File: src/rtl/note_fall_ctrl.sv
// note_fall_ctrl: one rhythm-game lane note that spawns, falls per frame, and resolves to hit, miss or flash.
module note_fall_ctrl #(
  parameter int          LANE_X       = 100,
  parameter int          WIDTH        = 64,
  parameter int          HEIGHT       = 32,
  parameter int          SPEED        = 4,
  parameter int          HIT_LINE_Y   = 600,
  parameter int          HIT_WINDOW   = 16,
  parameter int          FLASH_FRAMES = 8,
  parameter logic [23:0] FLASH_COLOR  = 24'hFFFF00,
  parameter int          OFFSCREEN_Y  = 750
) (
  input  logic        clk_in,
  input  logic        rst_in,
  input  logic        new_frame_in,
  input  logic        spawn_in,
  input  logic [23:0] spawn_color_in,
  input  logic        key_in,
  output logic [10:0] x_out,
  output logic [9:0]  y_out,
  output logic [23:0] color_out,
  output logic        active_out,
  output logic        hit_out,
  output logic        miss_out
);
  typedef enum logic [1:0] {IDLE, FALL, FLASH} state_t;
  localparam int CW = $clog2(FLASH_FRAMES + 1);
  localparam logic [11:0] WIN_LO = 12'(HIT_LINE_Y - HIT_WINDOW);
  localparam logic [11:0] WIN_HI = 12'(HIT_LINE_Y + HIT_WINDOW);
  localparam logic [11:0] Y_MAX  = 12'(OFFSCREEN_Y - HEIGHT);
  localparam logic [9:0]  Y_OFF  = 10'(OFFSCREEN_Y);
  // The sprite box (LANE_X..LANE_X+WIDTH) must fit the 11-bit x coordinate space.
  if (WIDTH < 1 || LANE_X + WIDTH > 2048) begin : g_fit
    $error("note_fall_ctrl: lane sprite exceeds x range");
  end
  state_t         state_q;
  logic [9:0]     y_q;
  logic [23:0]    color_q;
  logic           active_q, hit_q, miss_q, key_q;
  logic [CW-1:0]  cnt_q;
  logic           press, in_win, miss_d;
  logic [10:0]    y_d;
  logic [11:0]    bot_q, bot_d;
  assign press  = key_in & ~key_q;
  assign y_d    = {1'b0, y_q} + 11'(SPEED);
  assign bot_q  = {2'b0, y_q} + 12'(HEIGHT);
  assign bot_d  = {1'b0, y_d} + 12'(HEIGHT);
  assign in_win = bot_q >= WIN_LO && bot_q <= WIN_HI;
  assign miss_d = bot_d > WIN_HI || {1'b0, y_d} > Y_MAX;
  always_ff @(posedge clk_in) begin
    if (rst_in) begin
      state_q  <= IDLE;
      y_q      <= Y_OFF;
      color_q  <= '0;
      active_q <= 1'b0;
      hit_q    <= 1'b0;
      miss_q   <= 1'b0;
      key_q    <= 1'b0;
      cnt_q    <= '0;
    end else begin
      key_q  <= key_in;
      hit_q  <= 1'b0;
      miss_q <= 1'b0;
      case (state_q)
        IDLE: if (spawn_in) begin
          state_q  <= FALL;
          y_q      <= '0;
          color_q  <= spawn_color_in;
          active_q <= 1'b1;
        end
        // Hit is judged on the pre-move position and wins over a same-cycle frame step.
        FALL: if (press && in_win) begin
          state_q <= FLASH;
          hit_q   <= 1'b1;
          color_q <= FLASH_COLOR;
          cnt_q   <= '0;
        end else if (new_frame_in) begin
          if (miss_d) begin
            state_q  <= IDLE;
            miss_q   <= 1'b1;
            y_q      <= Y_OFF;
            color_q  <= '0;
            active_q <= 1'b0;
          end else begin
            y_q <= y_d[9:0];
          end
        end
        FLASH: if (new_frame_in) begin
          if (cnt_q == CW'(FLASH_FRAMES - 1)) begin
            state_q  <= IDLE;
            cnt_q    <= '0;
            y_q      <= Y_OFF;
            color_q  <= '0;
            active_q <= 1'b0;
          end else begin
            cnt_q <= cnt_q + CW'(1);
          end
        end
        default: state_q <= IDLE;
      endcase
    end
  end
  assign x_out      = 11'(LANE_X);
  assign y_out      = y_q;
  assign color_out  = color_q;
  assign active_out = active_q;
  assign hit_out    = hit_q;
  assign miss_out   = miss_q;
endmodule

File: config.mk
export PLATFORM = sky130hd
export DESIGN_NAME = note_fall_ctrl
export DESIGN_NICKNAME = d
export VERILOG_FILES = /design/src/rtl/note_fall_ctrl.sv
export SDC_FILE = /design/constraint.sdc
export NUM_CORES = 1
export LEC_CHECK = 0
export BUFFER_PORTS_ARGS = -buffer_cell sky130_fd_sc_hd__buf_2
export CELL_PAD_IN_SITES_DETAIL_PLACEMENT = 1
export CELL_PAD_IN_SITES_GLOBAL_PLACEMENT = 2
export CORE_MARGIN = 5
export CORE_UTILIZATION = 33
export DETAILED_ROUTE_END_ITERATION = 7
export PLACE_DENSITY_LB_ADDON = 0.1
export SYNTH_ARGS = -nofsm -noshare
export SYNTH_HDL_FRONTEND = slang
export SYNTH_SLANG_ARGS = --single-unit
File: constraint.sdc
create_clock -name clk_in -period 5.85 [get_ports clk_in]
set_input_delay 0.8775 -clock clk_in [delete_from_list [all_inputs] [get_ports clk_in]]
set_output_delay 0.8775 -clock clk_in [all_outputs]
set_load 0.01 [all_outputs]
==> run_results.csv <==
group,metric,value,unit
yosys,synth_warnings,0,
drt,drt_iter0_drc,53,
clock_tree,cts.path.max_buffers,2,
yosys,ys_ff_latch,43,
placement,placed_cells,466,
power_and_ir_drop,ir_worst_vdd,162,uV
timing,tightestPinTransition,1.05,ns
setup_path,crit_type,"flop to flop",
finish,final_util,0.387,
yosys,async_reset_ff_frac,0,
drt,drc_errors,0,
drt,routed_wl,7240,microns
die,io_pins,77,
setup_path,critPathRequiredTime,6.04,ns
drt,drt-wirelength-per-cell,15.3,microns
finish,diodes,0,
clock_tree,cts_buffers,5,
clock_tree,clock_sinks,43,
timing,drv_slew,0,
setup_path,slowest_delay,0.78,ns
yosys,syn_inst,315,
timing,fin_crit_sh,0.627,
grt,grt_pass1_wl,12000,microns
drt,top_layer,"met4",
drt,firstDrtPassIters,4,
yosys,ys.flop_type,"dfxtp_1",
finish,finalNonFillerCells,473,
yosys,yosysUniqueCellTypes,49,
setup_path,path_common_cell,"ha_1",
drt,ant_nets,0,
finish,drive_gt1_frac,0.242,
die,die_h,101,microns
setup_path,cpMaxStageDelayCell,"o21ai_4",
yosys,synth_edf_count,0,
grt,grt_use_total,0.146,
timing,rsz0062_at_grt,"false",
die,rows,33,
die,start_util,0.335,
clock_tree,ctsResizeCount,0,
die,dieArea,10100,sq um
clock_tree,clkTransAtPathRegs,0.09,ns
drt,met1Wirelength,3430,microns
grt,grt_pass1_vias,2386,
outcome,outcome,"finished clean",
timing,slew-limit-headroom,0.303,
clock_tree,cts_tree,"yes",
placement,place.gp.congestion,0.802,
hold_path,hold_class,"flop to flop",
timing,setup_tns,0,ns
placement,io_buffer_count,64,
power_and_ir_drop,p_leak,1.41,nW
yosys,ys_seq_area_frac,0.318,
setup_path,worst-path-buf-inv,0,
setup_path,worstPathMaxFanout,24,
clock_tree,ctsRootBufferMaster,"clkbuf_8",
setup_path,crit_path_cell_trace,"ha_1 > nand3_1 > xnor2_1 > ha_1 > o31ai_2 > nor4_1 > o21ai_1 > a21bo_4 > o21ai_4 > mux2_1",
job,cap_violations,0,
timing,finalCriticalPeriod,3.67,ns
setup_path,r2r_slack,2.18,ns
drt,num_vias,2336,
drt,wl_met3,352,microns
drt,route.met2.wl,3370,microns
clock_tree,post_cts_buffers,0,
grt,antenna_found_initial,0,
placement,dp_hpwl,5200,microns
finish,area_delta_synth_final,15.8,%
drt,vias_per_cell,4.94,
die,core,8090,sq um
timing,finalHoldViolCount,0,
finish,nNetsFinal,410,
clock_tree,cts-htree-levels,2,
timing,fin_worst_skew,0.0109,ns
finish,fillCellCount,1037,
yosys,netlist_area,2710,sq um
grt,gr-total-overflow,0,
clock_tree,clock_latency,0.30,ns
grt,grt_max_degree,62,
clock_tree,holdBufCountCts,0,
timing,fmax,0.273,GHz
power_and_ir_drop,power_density,502,nW/um^2
timing,setup_viol,0,
die,die_x,101,microns
setup_path,worstSetupEndpointType,"flop",
setup_path,startpoint_type,"flop",
yosys,syn-mean-instance-area,8.60,sq um
setup_path,cp.arrival,3.86,ns
setup_path,critPathTopFamily,"compound AO/OA/AOI/OAI gates",
synth_stat cells, drive strengths merged (7+ instances only):
library cell,instances,share of area
buf,16,0.046
mux2i,10,0.037
o21ai,14,0.030
ha,13,0.060
nor2,22,0.030
nand2,21,0.029
mux2,17,0.087
nand2b,10,0.023
inv,15,0.021
nor2b,24,0.055
clkbuf,12,0.017
a21oi,32,0.059
nand3,8,0.015
dfxtp,43,0.32
nor3,7,0.015
per-layer routing:
| layer | track usage | vias to the layer above |
|---|---|---|
| li1 | - | 1166 |
| met1 | 0.193 | 1111 |
| met2 | 0.238 | 54 |
| met3 | 0.0332 | 5 |
| met4 | 0.0435 | 0 |
| met5 | 0 | - |
power breakdown:
part | internal [mW] | total (mW) | switching [mW]
Sequential | 0.391 | 0.488 | 0.0967
Clock | 0.125 | 0.234 | 0.109
Combinational | 0.362 | 0.853 | 0.491
Total | 0.878 | 1.57 | 0.696
per-stage QoR:
step                power, mW  setup WS (ns)  hold slack [ns]  cell area [sq um]
finish                   1.57           2.18            0.480               3130
global route             1.71           1.86            0.512               3130
CTS                      1.60           2.17            0.490               3130
detailed placement       1.36           2.20            0.473               3030
global placement         1.36           2.29            0.462               3030
floorplan                1.12           2.98            0.457               2750
kinds of logic (layout without fill, tap and decap cells):
group,after synthesis,in the layout,synth area share
simple gates,108,108,0.211
compound gates,73,73,0.182
flops,43,43,0.318
buf+inv,43,86,0.0832
mux,27,27,0.124
fa+ha+maj,13,13,0.0601
xor+xnor,6,6,0.0194
other cells,2,12,0.00277
cell usage in the layout (no fill, tap or decap), drive strengths merged, types with 3 or more instances in the layout:
master / instances
mux2i: 10
nor2b: 24
ha: 13
a21boi: 3
o211ai: 4
xnor2: 3
mux2: 17
xor2: 3
nand2: 21
nand2b: 10
o21a: 3
nor4: 4
nor2: 22
nor3: 7
dfxtp: 43
conb: 12
nand3: 8
buf: 64
o21ai: 14
clkbuf: 5
a21oi: 32
inv: 15
flip-flops by register name (all words and copies together) (netlist names):
signal      cells
color_out      24
active_out      1
cnt_q           4
key_q           1
miss_out        1
y_out           9
state_q         2
hit_out         1
final cells by class:
type                            instances  area (sq um)  share of cell area
Tap cell                              105           131              0.0419
Clock inverter                          2          37.5              0.0120
Inverter                               15          56.3              0.0180
Clock buffer                            5          68.8              0.0220
Sequential cell                        43           861               0.275
Multi-Input combinational cell        239          1660               0.529
Timing Repair Buffer                   64           320               0.102
path summary, 6_finish.rpt:
path / startpoint / endpoint / depth (start not counted)
hold reg to reg: color_out[2] / color_out[2] / 2
setup / recovery: y_out[3] / color_out[19] / 10
hold / removal: color_out[2] / color_out[2] / 2
setup reg to reg: y_out[3] / color_out[19] / 10
worst min-delay path: cells and delay by family (launching register included):
| kind | cells | cell delay (ns) |
|---|---|---|
| DFF | 1 | 0.32 |
| and+or+nand+nor | 1 | 0.06 |
| muxes | 1 | 0.06 |
No activity file was read; power rests on OpenSTA's default activity.
